<file path="config.mk">
export PLATFORM = sky130hd
export DESIGN_NAME = ofmap_writer_flat
export DESIGN_NICKNAME = d
export VERILOG_FILES = /design/src/rtl/cnn_pkg.sv /design/src/rtl/ofmap_writer_if.sv /design/src/rtl/ofmap_writer_fifo.sv /design/src/rtl/ofmap_writer.sv /design/src/flat_wrapper.sv
export SDC_FILE = /design/constraint.sdc
export NUM_CORES = 1
export LEC_CHECK = 0
export ABC_AREA = 1
export CORE_MARGIN = 1
export CORE_UTILIZATION = 50
export CTS_BUF_LIST = sky130_fd_sc_hd__clkbuf_4 sky130_fd_sc_hd__clkbuf_8
export CTS_CLUSTER_SIZE = 25
export DETAILED_ROUTE_END_ITERATION = 6
export GPL_ROUTABILITY_DRIVEN = 0
export GPL_TIMING_DRIVEN = 1
export PLACE_DENSITY_LB_ADDON = 0.3
export SLEW_MARGIN = 30
export SYNTH_ARGS = -nofsm -noshare
export SYNTH_HDL_FRONTEND = slang
export SYNTH_SLANG_ARGS = --single-unit
</file>
<file path="constraint.sdc">
create_clock -name clk -period 4.4 [get_ports clk]
set_clock_uncertainty 0.2 [all_clocks]
set_input_delay 0.44 -clock clk [delete_from_list [all_inputs] [get_ports clk]]
set_output_delay 0.44 -clock clk [all_outputs]
set_load 0.01 [all_outputs]
</file>
<file path="src/rtl/cnn_pkg.sv">
// Shared types and defaults for the CNN output-feature-map write path.
package cnn_pkg;

   localparam int unsigned DEF_DATA_WIDTH = 8;
   localparam int unsigned DEF_PACK       = 4;

   typedef enum logic [1:0] {IDLE, RUN, DRAIN, DONE} ofw_state_t;

   typedef logic [DEF_PACK*DEF_DATA_WIDTH-1:0] word_t;

endpackage

</file>
<file path="src/rtl/ofmap_writer_if.sv">
// Output-SRAM write bus: word write request with a ready handshake.
interface ofmap_writer_if #(
   parameter int unsigned ADDR_WIDTH = 16,
   parameter int unsigned WORD_WIDTH = 32,
   parameter int unsigned PACK       = 4
);
   logic                  mem_wr_en;
   logic [ADDR_WIDTH-1:0] mem_addr;
   logic [WORD_WIDTH-1:0] mem_wdata;
   logic [PACK-1:0]       mem_be;
   logic                  mem_ready;

   modport master (
      output mem_wr_en,
      output mem_addr,
      output mem_wdata,
      output mem_be,
      input  mem_ready
   );

   modport slave (
      input  mem_wr_en,
      input  mem_addr,
      input  mem_wdata,
      input  mem_be,
      output mem_ready
   );
endinterface

</file>
<file path="src/rtl/ofmap_writer_fifo.sv">
// Show-ahead word FIFO; a push on a full FIFO is accepted only if a pop happens on the same edge.
module ofmap_fifo #(
   parameter int unsigned Width = 36,
   parameter int unsigned Depth = 8
) (
   input  logic             clk,
   input  logic             rst_n,
   input  logic             push_i,
   input  logic [Width-1:0] wdata_i,
   input  logic             pop_i,
   output logic [Width-1:0] rdata_o,
   output logic             full_o,
   output logic             empty_o,
   output logic             last_o
);
   localparam int unsigned PtrW = $clog2(Depth);

   logic [Width-1:0] mem_q [Depth];
   logic [PtrW-1:0]  wr_ptr_q, wr_ptr_d, rd_ptr_q, rd_ptr_d;
   logic [PtrW:0]    count_q, count_d;
   logic             do_push, do_pop;

   assign full_o  = (count_q == (PtrW+1)'(Depth));
   assign empty_o = (count_q == '0);
   assign last_o  = (count_q == (PtrW+1)'(1));
   assign rdata_o = mem_q[rd_ptr_q];

   assign do_pop  = pop_i && !empty_o;
   assign do_push = push_i && (!full_o || do_pop);

   always_comb begin
      wr_ptr_d = wr_ptr_q;
      rd_ptr_d = rd_ptr_q;
      count_d  = count_q;
      if (do_push) wr_ptr_d = wr_ptr_q + PtrW'(1);
      if (do_pop)  rd_ptr_d = rd_ptr_q + PtrW'(1);
      case ({do_push, do_pop})
         2'b10:   count_d = count_q + (PtrW+1)'(1);
         2'b01:   count_d = count_q - (PtrW+1)'(1);
         default: count_d = count_q;
      endcase
   end

   always_ff @(posedge clk or negedge rst_n) begin
      if (!rst_n) begin
         wr_ptr_q <= '0;
         rd_ptr_q <= '0;
         count_q  <= '0;
      end else begin
         wr_ptr_q <= wr_ptr_d;
         rd_ptr_q <= rd_ptr_d;
         count_q  <= count_d;
      end
   end

   // Storage is not reset; the head is qualified by empty_o downstream.
   always_ff @(posedge clk) begin
      if (do_push) mem_q[wr_ptr_q] <= wdata_i;
   end

endmodule

</file>
<file path="src/rtl/ofmap_writer.sv">
// Packs activation bytes into words, buffers them, and writes them to output SRAM.
module ofmap_writer
   import cnn_pkg::*;
#(
   parameter int unsigned DATA_WIDTH = DEF_DATA_WIDTH,
   parameter int unsigned PACK       = DEF_PACK,
   parameter int unsigned ADDR_WIDTH = 16,
   parameter int unsigned CNT_WIDTH  = 16,
   parameter int unsigned FIFO_DEPTH = 8
) (
   input  logic                  clk,
   input  logic                  rst_n,
   input  logic                  start,
   input  logic [ADDR_WIDTH-1:0] base_addr,
   input  logic [CNT_WIDTH-1:0]  num_pixels,
   input  logic                  ready_write,
   input  logic [DATA_WIDTH-1:0] act_output,
   ofmap_writer_if.master        mem,
   output logic                  busy,
   output logic                  done,
   output logic                  overflow
);
   localparam int unsigned WordW = PACK * DATA_WIDTH;
   localparam int unsigned LaneW = (PACK > 1) ? $clog2(PACK) : 1;

   ofw_state_t            state_q, state_d;
   logic [ADDR_WIDTH-1:0] base_q, base_d, idx_q, idx_d;
   logic [CNT_WIDTH-1:0]  npix_q, npix_d, byte_cnt_q, byte_cnt_d;
   logic [LaneW-1:0]      lane_q, lane_d;
   logic [WordW-1:0]      pack_q, pack_d, push_word, head_word;
   logic [PACK-1:0]       push_be, head_be;
   logic                  ovf_q, ovf_d;
   logic                  accept, is_last, word_done, pop, drained;
   logic                  fifo_full, fifo_empty, fifo_last;

   assign accept    = (state_q == RUN) && ready_write && (byte_cnt_q != npix_q);
   assign is_last   = ((byte_cnt_q + CNT_WIDTH'(1)) == npix_q);
   assign word_done = accept && ((lane_q == LaneW'(PACK - 1)) || is_last);
   assign pop       = mem.mem_wr_en && mem.mem_ready;
   // Leave DRAIN on the edge of the final pop so done follows the last write directly.
   assign drained   = fifo_empty || (pop && fifo_last);

   always_comb begin
      push_word = pack_q;
      push_be   = '0;
      for (int l = 0; l < PACK; l++) begin
         if (LaneW'(l) == lane_q) push_word[l*DATA_WIDTH +: DATA_WIDTH] = act_output;
         if (LaneW'(l) <= lane_q) push_be[l] = 1'b1;
      end
   end

   ofmap_fifo #(
      .Width (WordW + PACK),
      .Depth (FIFO_DEPTH)
   ) u_fifo (
      .clk     (clk),
      .rst_n   (rst_n),
      .push_i  (word_done),
      .wdata_i ({push_be, push_word}),
      .pop_i   (pop),
      .rdata_o ({head_be, head_word}),
      .full_o  (fifo_full),
      .empty_o (fifo_empty),
      .last_o  (fifo_last)
   );

   assign mem.mem_wr_en = !fifo_empty;
   assign mem.mem_addr  = base_q + idx_q;
   assign mem.mem_wdata = fifo_empty ? '0 : head_word;
   assign mem.mem_be    = fifo_empty ? '0 : head_be;

   assign busy     = (state_q == RUN) || (state_q == DRAIN);
   assign done     = (state_q == DONE);
   assign overflow = ovf_q;

   always_comb begin
      state_d    = state_q;
      base_d     = base_q;
      npix_d     = npix_q;
      byte_cnt_d = byte_cnt_q;
      lane_d     = lane_q;
      pack_d     = pack_q;
      idx_d      = idx_q;
      ovf_d      = ovf_q;

      if (pop) idx_d = idx_q + ADDR_WIDTH'(1);
      if (accept) begin
         byte_cnt_d = byte_cnt_q + CNT_WIDTH'(1);
         if (word_done) begin
            lane_d = '0;
            pack_d = '0;
         end else begin
            lane_d = lane_q + LaneW'(1);
            pack_d = push_word;
         end
      end
      if (word_done && fifo_full && !pop) ovf_d = 1'b1;

      case (state_q)
         IDLE: begin
            if (start) begin
               base_d     = base_addr;
               npix_d     = num_pixels;
               byte_cnt_d = '0;
               lane_d     = '0;
               pack_d     = '0;
               idx_d      = '0;
               ovf_d      = 1'b0;
               state_d    = (num_pixels == '0) ? DONE : RUN;
            end
         end
         RUN:     if (word_done && is_last) state_d = DRAIN;
         DRAIN:   if (drained) state_d = DONE;
         DONE:    state_d = IDLE;
         default: state_d = IDLE;
      endcase
   end

   always_ff @(posedge clk or negedge rst_n) begin
      if (!rst_n) begin
         state_q    <= IDLE;
         base_q     <= '0;
         npix_q     <= '0;
         byte_cnt_q <= '0;
         lane_q     <= '0;
         pack_q     <= '0;
         idx_q      <= '0;
         ovf_q      <= 1'b0;
      end else begin
         state_q    <= state_d;
         base_q     <= base_d;
         npix_q     <= npix_d;
         byte_cnt_q <= byte_cnt_d;
         lane_q     <= lane_d;
         pack_q     <= pack_d;
         idx_q      <= idx_d;
         ovf_q      <= ovf_d;
      end
   end

endmodule

</file>
<file path="src/flat_wrapper.sv">
// flat-port wrapper written by rule: the top's interface ports become plain ports
module ofmap_writer_flat import cnn_pkg::*;
#(
   parameter int unsigned DATA_WIDTH = DEF_DATA_WIDTH,
   parameter int unsigned PACK       = DEF_PACK,
   parameter int unsigned ADDR_WIDTH = 16,
   parameter int unsigned CNT_WIDTH  = 16,
   parameter int unsigned FIFO_DEPTH = 8
)
  (clk, rst_n, start, base_addr, num_pixels, ready_write, act_output, busy, done, overflow, mem_mem_wr_en, mem_mem_addr, mem_mem_wdata, mem_mem_be, mem_mem_ready);
  ofmap_writer_if #(.ADDR_WIDTH(ADDR_WIDTH), .WORD_WIDTH(32), .PACK(PACK)) mem_i ();
  input  logic clk;
  input  logic rst_n;
  input  logic start;
  input  logic [ADDR_WIDTH-1:0] base_addr;
  input  logic [CNT_WIDTH-1:0] num_pixels;
  input  logic ready_write;
  input  logic [DATA_WIDTH-1:0] act_output;
  output logic busy;
  output logic done;
  output logic overflow;
  output wire logic [$bits(mem_i.mem_wr_en)-1:0] mem_mem_wr_en;
  output wire logic [$bits(mem_i.mem_addr)-1:0] mem_mem_addr;
  output wire logic [$bits(mem_i.mem_wdata)-1:0] mem_mem_wdata;
  output wire logic [$bits(mem_i.mem_be)-1:0] mem_mem_be;
  input wire logic [$bits(mem_i.mem_ready)-1:0] mem_mem_ready;
  assign mem_mem_wr_en = mem_i.mem_wr_en;
  assign mem_mem_addr = mem_i.mem_addr;
  assign mem_mem_wdata = mem_i.mem_wdata;
  assign mem_mem_be = mem_i.mem_be;
  assign mem_i.mem_ready = mem_mem_ready;
  ofmap_writer #(.DATA_WIDTH(DATA_WIDTH), .PACK(PACK), .ADDR_WIDTH(ADDR_WIDTH), .CNT_WIDTH(CNT_WIDTH), .FIFO_DEPTH(FIFO_DEPTH)) u_core (.clk(clk), .rst_n(rst_n), .start(start), .base_addr(base_addr), .num_pixels(num_pixels), .ready_write(ready_write), .act_output(act_output), .mem(mem_i), .busy(busy), .done(done), .overflow(overflow));
endmodule
</file>
==> Word level (Yosys, flattened, before mapping) <==
Memory sizes are Yosys's and may differ from the RTL's.
Cells that the tools add are included.
W data, S select, Z words.
{ "word_totals": {"ff_bits": 111, "ramBits": 288, "wordCells": 99, "mem_count": 1} }
{ "memory_table": {"columns": ["name", "words", "width", "rd", "rd_clocked_by_memory_dff", "write_ports", "line", "text"], "rows": [
  ["u_core.u_fifo.mem_q", 8, 36, 1, 0, 1, "ofmap_writer_fifo.sv:18", "logic [Width-1:0] mem_q [Depth];"]
]} }
{ "op_classes": {"addsub": 8, "n_lt_le_gt_ge": 4, "eq_ne": 16, "muxes": 35, "reduce_logical": 24} }
{ "ops": {"columns": ["cell", "count"], "rows": [
  ["$mux W32", 5],
  ["$mux W16", 6],
  ["$add A16 B1 Y16 const B", 2],
  ["$mux W8", 4],
  ["$add A16 B16 Y16", 1],
  ["$eq A16 B16 Y1", 1],
  ["$logic_not A16 Y1", 1],
  ["$mux W2", 8],
  ["$ne A16 B16 Y1", 1],
  ["$logic_and A1 B1 Y1", 10],
  ["$mux W1", 9],
  ["$eq A2 B2 Y1 const B", 4],
  ["$pmux W2 S4", 1],
  ["$pmux W4 S2", 1],
  ["$add A3 B1 Y3 const B", 2],
  ["$add A4 B1 Y4 const B", 1],
  ["$eq A2 B1 Y1 const B", 2],
  ["$eq A2 B2 Y1 const A", 2],
  ["$eq A4 B1 Y1 const B", 1],
  ["$eq A4 B4 Y1 const B", 1],
  ["$le A1 B2 Y1 const A", 2],
  ["$le A2 B2 Y1 const A", 2],
  ["$logic_not A2 Y1", 2],
  ["$logic_not A4 Y1", 1],
  ["11 further kinds", 17]
]} }

==> Longest topological paths before layout <==
Gate-level depths: netlist of the first run.
{ "depth": {"depth_word": 9, "ltp_mapped": 18, "depth_no_buf": 18} }

==> Modules after synthesis <==
A second synthesis of the first run with hierarchy kept.
{ "unflattened": {"cells_unflattened": 1831, "hier_area_um2": 18567.8} }
{ "by_module_without_submodules": {"columns": ["module", "instances", "cells_per_inst", "area_each_um2", "seq_area_each_um2"], "rows": [
  ["ofmap_fifo", 1, 906, 11803.8, 8898.5],
  ["ofmap_writer", 1, 925, 6764.0, 2527.4]
]} }

==> Least setup slack after synthesis of the first run <==
No wires, ideal clock.
{ "synth_path": {"path_kind": "register to register", "startpoint": "reg u_core.byte_cnt_q[1]", "endpoint": "mem u_core.u_fifo.mem_q[0][0] (enable)", "setup_time_ps": 427, "arrival_ps": 3344, "slack_ps": 429, "stages_incl_launch_ff": 13, "n_path_buf": 0, "period_less_slack_ps": 3971, "cell_sequence": "dfrtp_1 > ha_1 > nand3_1 > nor2_1 > nand3_1 > xor2_1 > nand3_1 > nor2_1 > nand2_1 > nand2_2 > nand3_2 > or2_4 > nor2_1"} }
{ "synth_between": {"elab_chain_len": 7, "elab_cells_between_ends": 9, "classes_between": "1 x add/sub; 2 x eq/ne; 2 x mux; 4 x reduce/logical"} }
{ "synth_lines": {"columns": ["item", "line", "text"], "rows": [
  ["start, declared", "ofmap_writer.sv:28", "logic [CNT_WIDTH-1:0] npix_q, npix_d, byte_cnt_q, byte_cnt_d;"],
  ["start signal, assigned", "ofmap_writer.sv:133", "byte_cnt_q <= byte_cnt_d;"],
  ["$add A16 B1 Y16", "ofmap_writer.sv:37", "assign is_last = ((byte_cnt_q + CNT_WIDTH'(1)) == npix_q);"],
  ["$eq A16 B16 Y1", "ofmap_writer.sv:37", null],
  ["$logic_or A1 B1 Y1", "ofmap_writer.sv:38", "assign word_done = accept && ((lane_q == LaneW'(PACK - 1)) || is_last);"],
  ["$logic_and A1 B1 Y1 (*)", "ofmap_writer.sv:38", null],
  ["$logic_and A1 B1 Y1 (*)", "ofmap_writer_fifo.sv:29", "assign do_push = push_i && (!full_o || do_pop);"],
  ["$mux W1 (*)", "ofmap_writer_fifo.sv:58", "if (do_push) mem_q[wr_ptr_q] <= wdata_i;"],
  ["$mux W1 (implied by the code) (*)", "ofmap_writer_fifo.sv:58", null],
  ["end, declared", "ofmap_writer_fifo.sv:18", null]
]} }
Every way passes the cells marked *; elsewhere a longest branch is shown, timed or not.

==> Worst setup path in the final report of the first run <==
{ "layout_path": {"startpoint": "reg u_core.idx_q[2]", "endpoint": "out mem_mem_addr[15]"} }
{ "layout_between": {"elab_chain_len": 1} }
{ "layout_lines": {"columns": ["item", "line", "text"], "rows": [
  ["start, declared", "ofmap_writer.sv:27", "logic [ADDR_WIDTH-1:0] base_q, base_d, idx_q, idx_d;"],
  ["start signal, assigned", "ofmap_writer.sv:136", "idx_q <= idx_d;"],
  ["$add A16 B16 Y16", "ofmap_writer.sv:68", "assign mem.mem_addr = base_q + idx_q;"],
  ["end, declared", "flat_wrapper.sv:23", "output wire logic [$bits(mem_i.mem_addr)-1:0] mem_mem_addr;"]
]} }
No other way between the ends.

==> reports/metrics.cfg, run 1 <==
[die]
floorplan.die.height_um=190
core_box_area_um2=34600
initial_utilization_pct=51.0
design.portCount=101
die_x_um=190
floorplan.rows=68
die_area_um2=36100

[grt]
grt_pass1_vias=12700
first_pass_grt_wire_length_um=65800
antenna_found_initial=0
global_route.overflow_total=0
globalRouteTotalUtil_pct=23.5
grt_start_max_net_pins=142

[layout]
final_design_area_no_fill_um2=20600
final_core_utilization_pct=59.4
layout-drive-gt1-share_pct=8.55
area_growth_syn_to_layout_pct=16.4
total_nets_final=1943
filler_instances=2841
n_antenna_cell=0

[synth]
post-synth-top-area-cell=edfxtp_1
post_synth_num_cell_types=40
synthCells=1755
synth-warning-count=0
post_synth_main_area_contributors=edfxtp_1 48%, dfrtp_1 16%, o21ai_0 7.7%
yosysSeqAreaShare_pct=63.3
syn_area_per_cell_um2=10.1
synth_fp_nets=1833
syn_area_um2=17700
synth_top_area_share_pct=47.6
yosys_register_bits=391
dominantRegCellSynth=edfxtp_1
synth_edf_count=280
synth-async-reset-ratio_pct=28.4

[setup_path]
critPathArrivalTime_ns=3.36
worstPathMaxFanout=4
worst-setup-path-type=flip-flop to output port
critical_path.endpoint_type=output port
worstSetupStartpointType=flip-flop
crit_required_ns=3.76

[timing]
timing.final.max_slew_violations=0
hold_viol_final=0
timing.final.crit_share_pct=90.9
fmax_ghz=0.250
setup_total_negative_slack_ns=0
number_of_setup_violations_in_the_final_report=0
timing.max_slew.rel_slack_pct=30.9
worstMarginPinSlew_ns=1.03
rsz0062_at_grt=no
final.hold.worst_slack_ns=0.135
fin_crit_ns=4.00

[min_path]
timing.hold.worst.class=input pin to flip-flop

[job]
cap_viol_max_count=0

[detailed_routing]
route.antenna.remaining_nets=0
wl_per_cell_um=17.5
drc=0
pre_antenna_drt_iters=5
avgViaCountPerCell=5.45
via_count=12900
drt_iter0_markers=1154
wl_um=41600

[clock_network]
cts.path.max_buffers=3
ctsRootBufferMaster=clkbuf_8
cts.htree.levels=2
tritoncts=yes
cts.sinks=391
clock_input_transition_at_the_sequential_cells_of_the_worst_setup_and_hold_paths_ns=0.06
clkLatencyLatePin_ns=0.66
cts-buffers-inserted=61

[power_and_ir_drop]
max-vdd-ir-drop_uv=352
power.share.clock_pct=23.2
internal-power_mw=8.54
power_frac_comb_pct=40.7
power.leakage_nw=8.03
power_density_nw_per_um2=665
net-switching-power_mw=5.15
switching_share_pct=37.6
power_frac_seq_pct=36.1

[placed_design]
postPlaceCellArea_um2=19300
port_buffers=100
place.detailed.hpwl_um=25000

[status]
outcome=finished, final reports clean

-- logic make-up (layout without fill, tap and decap cells) --
kind of cell             Yosys count  in the layout  synth area share [%]
AND/OR/NAND/NOR                  700            700                  16.0
flip-flops                       391            391                  63.3
AO/OA/AOI/OAI                    387            387                  11.6
buffers and inverters            196            359                  4.30
XOR/XNOR                          48             48                  2.38
adder cells (fa/ha/maj)           33             33                  2.38
-- layout by cell type, fill, tap and decap left out, types with 15 or more instances in the layout --
cell type | Yosys | routed
a21oi_1 | 31 | 31
a31oi_1 | 40 | 40
buf_4 | 5 | 28
clkbuf_4 | 0 | 21
clkbuf_8 | 0 | 71
clkdlybuf4s50_1 | 0 | 99
clkinv_1 | 2 | 18
dfrtp_1 | 111 | 109
edfxtp_1 | 280 | 280
ha_1 | 32 | 32
inv_1 | 108 | 105
nand2_1 | 289 | 289
nand3_1 | 46 | 46
nor2_1 | 323 | 315
o21ai_0 | 273 | 258
o21ai_1 | 0 | 15
o22ai_1 | 35 | 35
xnor2_1 | 20 | 20
xor2_1 | 28 | 28
-- worst max-delay path, cell delays in order (launching register included) --
cell and delay [ns]:
dfrtp_1 0.42, ha_1 0.36, nand2_1 0.06, o21ai_0 0.33, nand2_1 0.09, o211ai_1 0.14, a21boi_0 0.18, o21ai_1 0.30
a21oi_1 0.14, xor2_1 0.16, clkdlybuf4s50_1 0.55
-- final timing paths --
check	to	slack [ns]	startpoint	depth (start not counted)
setup / recovery	mem_mem_addr[15]	0.40	u_core.idx_q[2]	10
hold / removal	u_core.base_q[13]	0.14	base_addr[13]	3
setup reg to reg	u_core.u_fifo.mem_q[3][7]	0.91	u_core.byte_cnt_q[1]	15
hold reg to reg	u_core.base_q[14]	0.29	u_core.base_q[14]	2
max in group asynchronous	u_core.u_fifo.rd_ptr_q[0]	3.00	rst_n	3
min in group asynchronous	u_core.npix_q[4]	0.22	rst_n	2
-- area by class of cell --
cell class	count	area (um^2)	area share, %
inverters	110	417	2.03
multi-input cells	1168	5780	28.1
well taps	455	569	2.77
clock inverters	24	159	0.773
flip-flops and latches	391	11200	54.4
repair buffers	133	1310	6.38
clock buffers	92	1130	5.52
-- Yosys cell counts, types with 12 or more instances --
master	instances
dfrtp_1	111
xor2_1	28
o21ai_0	273
a21oi_1	31
edfxtp_1	280
nand3_1	46
a31oi_1	40
xnor2_1	20
clkbuf_1	72
ha_1	32
inv_1	108
nand4_1	12
nor2_1	323
o22ai_1	35
nand2_1	289
-- power by group through the flow --
stage          logic (mW)  registers [mW]  clock network [mW]
2_1_floorplan        3.46            4.91                   0
3_3_place_gp         5.45            4.99                   0
3_5_place_dp         5.57            5.01                   0
4_1_cts              5.60            4.93                3.24
5_1_grt              6.21            4.98                3.41
6_report             5.57            4.93                3.18
-- registers in the layout, summed over array words and instances, names as in the netlist --
register and cells:
u_core.npix_q 16, u_core.u_fifo.rd_ptr_q 3, u_core.pack_q 32, u_core.base_q 16
u_core.u_fifo.mem_q 280, u_core.u_fifo.wr_ptr_q 3, u_core.idx_q 16, u_core.state_q 2
u_core.byte_cnt_q 16, u_core.lane_q 2, u_core.overflow 1, u_core.u_fifo.count_q 4
-- through the flow --
step / total power [mW] / setup slack, ns / std cells
after CTS: 13.8 / 0.216 / 2373
after floorplan: 8.37 / 0.429 / 1755
final: 13.7 / 0.399 / 2373
after detailed placement: 10.6 / 0.950 / 2256
after global placement: 10.4 / 0.965 / 2256
after global routing: 14.6 / 0.140 / 2373
-- metal layers --
| metal | track usage [%] | routed length [um] |
|---|---|---|
| met1 | 29.9 | 17400 |
| met2 | 40.1 | 20300 |
| met3 | 4.04 | 2850 |
| met4 | 9.18 | 1030 |
| met5 | 0 | 0 |
-- repair_timing --
item / CTS / global route
setup endpoints to repair: 0 / 2
endpoints found under the hold margin: 61 / 0
setup buffers: 0 / 0
hold buffers: 1 / 0
gates resized for setup: 0 / 1
No activity file was read; power rests on OpenSTA's default activity.
==> run 2, diff against run 1 <==
--- a/config.mk
+++ b/config.mk
@@ -6,6 +6,7 @@
 export NUM_CORES = 1
 export LEC_CHECK = 0
 export ABC_AREA = 1
+export ABC_CLOCK_PERIOD_IN_PS = 4400
 export CORE_MARGIN = 1
 export CORE_UTILIZATION = 50
 export CTS_BUF_LIST = sky130_fd_sc_hd__clkbuf_4 sky130_fd_sc_hd__clkbuf_8
==> results of run 2 <==
Same layout as run 1: the final DEF is identical, and so are final timing and power.
==> RTL edit 1: new RTL, flow settings as in run 1 <==
Encoding of `ofw_state_t`: now Gray code (2 bits for 4 states).
--- a/src/rtl/cnn_pkg.sv
+++ b/src/rtl/cnn_pkg.sv
@@ -6,3 +6,3 @@
 
-   typedef enum logic [1:0] {IDLE, RUN, DRAIN, DONE} ofw_state_t;
+   typedef enum logic [1:0] {IDLE = 2'b00, RUN = 2'b01, DRAIN = 2'b11, DONE = 2'b10} ofw_state_t;
 
Check against the original RTL: same outputs for any inputs over 4 cycles, from zero or initial values and one cycle with rst_n low; so few cycles prove little.
==> RTL edit 1 against run 1 <==
- synthesized cell count decreased by 2.1%
- worst setup slack improved by 0.031 ns
- largest power group unchanged
- sequential cell count unchanged
- cell area increased by 0.40%
- largest cell class unchanged
- first-iteration DRC count decreased by 6.2%
- highest routed layer unchanged
- area after synthesis increased by 0.28%
- critical path type unchanged
- wire length decreased by 3.1%
- power increased by 7.5%
- register-to-register slack improved by 0.04 ns
==> RTL edit 1: results (changes against run 1) <==
[synthesis]
syn_avg_cell_area_sq_um=10.3  ; +2.4%
seq_area_frac_synth=0.631  ; -0.00174
yosysUniqueCellTypes=47  ; +18%
yosys.area_share.adder=0.0202  ; -0.00360
synth_common_cells=300 x nor2_1, 280 x edfxtp_1, 258 x nand2_1, 236 x o21ai_0, 111 x dfrtp_1

[global_route]
grt_usage=0.227  ; -0.00825
grt_pass1_vias=12400  ; -2.2%
grt_pass1_wl_um=64400  ; -2.2%

[place]
placed_cell_area_sq_um=19300  ; about the same

[drt]
drt_wl_total_um=40300  ; -3.1%
m1WireLength_um=17800  ; +2.5%
via_count=12800  ; -1.4%
route.met2.wl_um=19200  ; -5.4%

[cells_and_area]
drive_above_1_share=0.0978  ; +0.0123
nMultiInputCombCells=1130  ; -3.3%
seq_share=0.542  ; -0.00218
buffer_area_frac=0.0620  ; -0.00171
inv_count=112  ; +1.8%
clock_buffers=91  ; -1.1%

[clock_tree]
insertion_delay_ns=0.58  ; -0.08 ns
cts_buffers=66  ; +8.2%

[timing]
worst-slew-pin-transition_ns=1.01  ; -0.0163 ns
whs_ns=0.203  ; +0.0675 ns

[power_and_ir_drop]
pwr-share-clk=0.228  ; -0.004
peakVddDrop_uv=410  ; +16%
power.internal_w=0.00909  ; +6.5%

[status]
status=complete, no violations

[worst_hold_path]
min-delay-start=base_addr[6]

[worst_setup_path]
endpoint=mem_mem_wdata[2]
r2r-end=u_core.u_fifo.mem_q[3][12]$_DFFE_PP_
worst-path-max-fanout=39  ; +35
startpoint=u_core.u_fifo.rd_ptr_q[1]$_DFFE_PN0P_

## RTL edit 1: cell count changes after synthesis, sizes merged, moves of 4 or more
cell,change
a211oi,+27
a21oi,+4
buf,+5
clkbuf,-5
ha,-5
nand2,-23
nor2,-18
nor3,+15
o21ai,-37
xnor2,-6
## RTL edit 1: cell families after synthesis
| family | count (synthesis) |
|---|---|
| AND/OR/NAND/NOR | 674 |
| flip-flops | 391 |
| AO/OA/AOI/OAI | 383 |
| buffers and inverters | 198 |
| XOR/XNOR | 45 |
| adder cells (fa/ha/maj) | 28 |
## RTL edit 1: metal layers
metal	up-vias	track usage
met4	0	0.0609
met1	6120	0.307
met2	390	0.377
li1	6173	-
met5	-	0
met3	67	0.0431
## RTL edit 1: critical path, cell delays in order (launching register included)
cell and delay, ns:
dfrtp_2 0.66, inv_2 0.64, buf_12 0.30, o21ai_0 0.13
o22ai_1 0.11, o21ai_0 0.15, a31oi_1 0.20, clkdlybuf4s50_1 0.56
==> RTL edit 2: new RTL, config.mk and constraints of run 1 <==
Made on the original files. `FIFO_DEPTH` is set to 8 in 2 places; all go to 4.
--- a/src/rtl/ofmap_writer.sv
+++ b/src/rtl/ofmap_writer.sv
@@ -8,3 +8,3 @@
    parameter int unsigned CNT_WIDTH  = 16,
-   parameter int unsigned FIFO_DEPTH = 8
+   parameter int unsigned FIFO_DEPTH = 4
 ) (
--- a/src/flat_wrapper.sv
+++ b/src/flat_wrapper.sv
@@ -7,3 +7,3 @@
    parameter int unsigned CNT_WIDTH  = 16,
-   parameter int unsigned FIFO_DEPTH = 8
+   parameter int unsigned FIFO_DEPTH = 4
 )
Check against the original RTL: same outputs for any inputs over 4 cycles, from zero or initial values and one cycle with rst_n low; that may be too few to reach the edited logic, so the function may still have changed.
==> RTL edit 2 against run 1 <==
- synthesized cell count is 25% lower
- worst setup slack worse by 0.028 ns
- area after synthesis shrank 30%
- power decreased by 31%
- sequential cell count decreased by 143
- wire length fell by 34%
- fmax is 0.70% lower
- cell area decreased by 30%
- largest power group unchanged
- critical path depth unchanged
- clock power is 38% lower
- non-clock buffer count is 16 lower
- first-iteration DRC count decreased by 52%
==> RTL edit 2: results (changes against run 1) <==
[status]
status=complete, no violations

[drt]
first_iter_violations=554  ; -52%
via_per_inst=5.26  ; -3.4%

[timing]
fmax_mhz=248  ; -0.70%
worst-slew-pin-transition_ns=0.921  ; -0.105 ns

[synthesis]
synth_nets=1396  ; -24%
synth_common_cells=240 x nor2_1, 239 x nand2_1, 140 x edfxtp_1, 131 x o21ai_0, 109 x inv_1
yosysUniqueCellTypes=45  ; +13%
ys_top_cells_by_area=edfxtp_1 34%, dfrtp_1 22%, nor2_1 7.3%
async_flop_share=0.435  ; +0.152
synth_edf_count=140  ; -50%

[global_route]
grt_pass1_wl_um=45400  ; -31%
grt_usage=0.222  ; -0.0130

[worst_setup_path]
endpoint=mem_mem_addr[12]
cp_top_family=adder cells
worst-path-max-fanout=3  ; -1
arrival_ns=3.39  ; +0.03 ns
r2r_setup_slack_ns=1.07  ; +0.16 ns

[place]
dp_slack_ns=0.822  ; -0.128 ns
dp_hpwl_um=17200  ; -31%

[cells_and_area]
reg.largest.list=u_core.u_fifo.mem_q (140), u_core.pack_q (32)
nets=1505  ; -23%

[clock_tree]
cts_buffers=41  ; -33%
insertion_delay_ns=0.55  ; -0.11 ns

[power_and_ir_drop]
peakVddDrop_uv=406  ; +16%

RTL edit 2: how the worst min path moves through the flow:
stage                                        end  slack (ns)
floorplan           u_core.base_q[0]$_DFFE_PN0P_       -0.06
global route        u_core.base_q[8]$_DFFE_PN0P_        0.22
finish              u_core.base_q[4]$_DFFE_PN0P_        0.23
detailed placement  u_core.base_q[9]$_DFFE_PN0P_        0.27
CTS                 u_core.base_q[4]$_DFFE_PN0P_        0.20
global placement    u_core.base_q[9]$_DFFE_PN0P_        0.27
RTL edit 2: cells by family after synthesis:
logic type,Yosys count,share of synthesized area
simple gates,589,0.208
compound gates,232,0.110
flops,248,0.560
buf+inv,167,0.0545
xor+xnor,43,0.0305
fa+ha+maj,36,0.0371
RTL edit 2: power groups by stage:
stage                     logic (W)  registers, W  clock network (W)
after detailed placement    0.00415       0.00334                  0
after floorplan             0.00269       0.00323                  0
after global routing        0.00465       0.00336            0.00212
final                       0.00415       0.00331            0.00197
after CTS                   0.00418       0.00330            0.00201
after global placement      0.00405       0.00333                  0
RTL edit 2: final cells by class:
| type | instances | area, sq um |
|---|---|---|
| Fill cell | 2120 | 9780 |
| Tap cell | 324 | 405 |
| Inverter | 116 | 438 |
| Timing Repair Buffer | 117 | 1130 |
| Sequential cell | 248 | 6910 |
| Clock inverter | 17 | 82.6 |
| Multi-Input combinational cell | 900 | 4780 |
| Clock buffer | 58 | 723 |
RTL edit 2: metrics by stage:
stage	total power, W	instances	util
finish	0.00942	1780	0.597
global route	0.0101	1780	0.597
CTS	0.00949	1780	0.597
detailed placement	0.00750	1704	0.563
global placement	0.00738	1704	0.563
floorplan	0.00593	1315	-
RTL edit 2: what timing repair did:
item / in CTS / in global routing
hold endpoints to repair: 81 / 0
gates resized for setup: 0 / 1
endpoints found under the setup margin: 0 / 1
hold buffers: 1 / 0
RTL edit 2: per-layer routing:
metal,track usage,share of wire,vias to the layer above
met5,0,0,-
met4,0.0599,0.014,0
met3,0.0357,0.053,40
met2,0.365,0.48,261
met1,0.308,0.45,4468
li1,-,-,4602
RTL edit 2: worst reg2reg max path, cell delays in order (launching register included):
cell	delay, ns
dfrtp_1	0.43
ha_1	0.19
nand2_1	0.08
nor2_2	0.24
nand2_2	0.12
clkinv_1	0.07
nand2_1	0.05
nand2_1	0.09
inv_1	0.04
nor2_1	0.09
nand2_1	0.06
nor2_1	0.16
nand2_2	0.10
nand2_4	0.11
nand3_2	0.25
nor2_4	0.15
buf_4	0.50
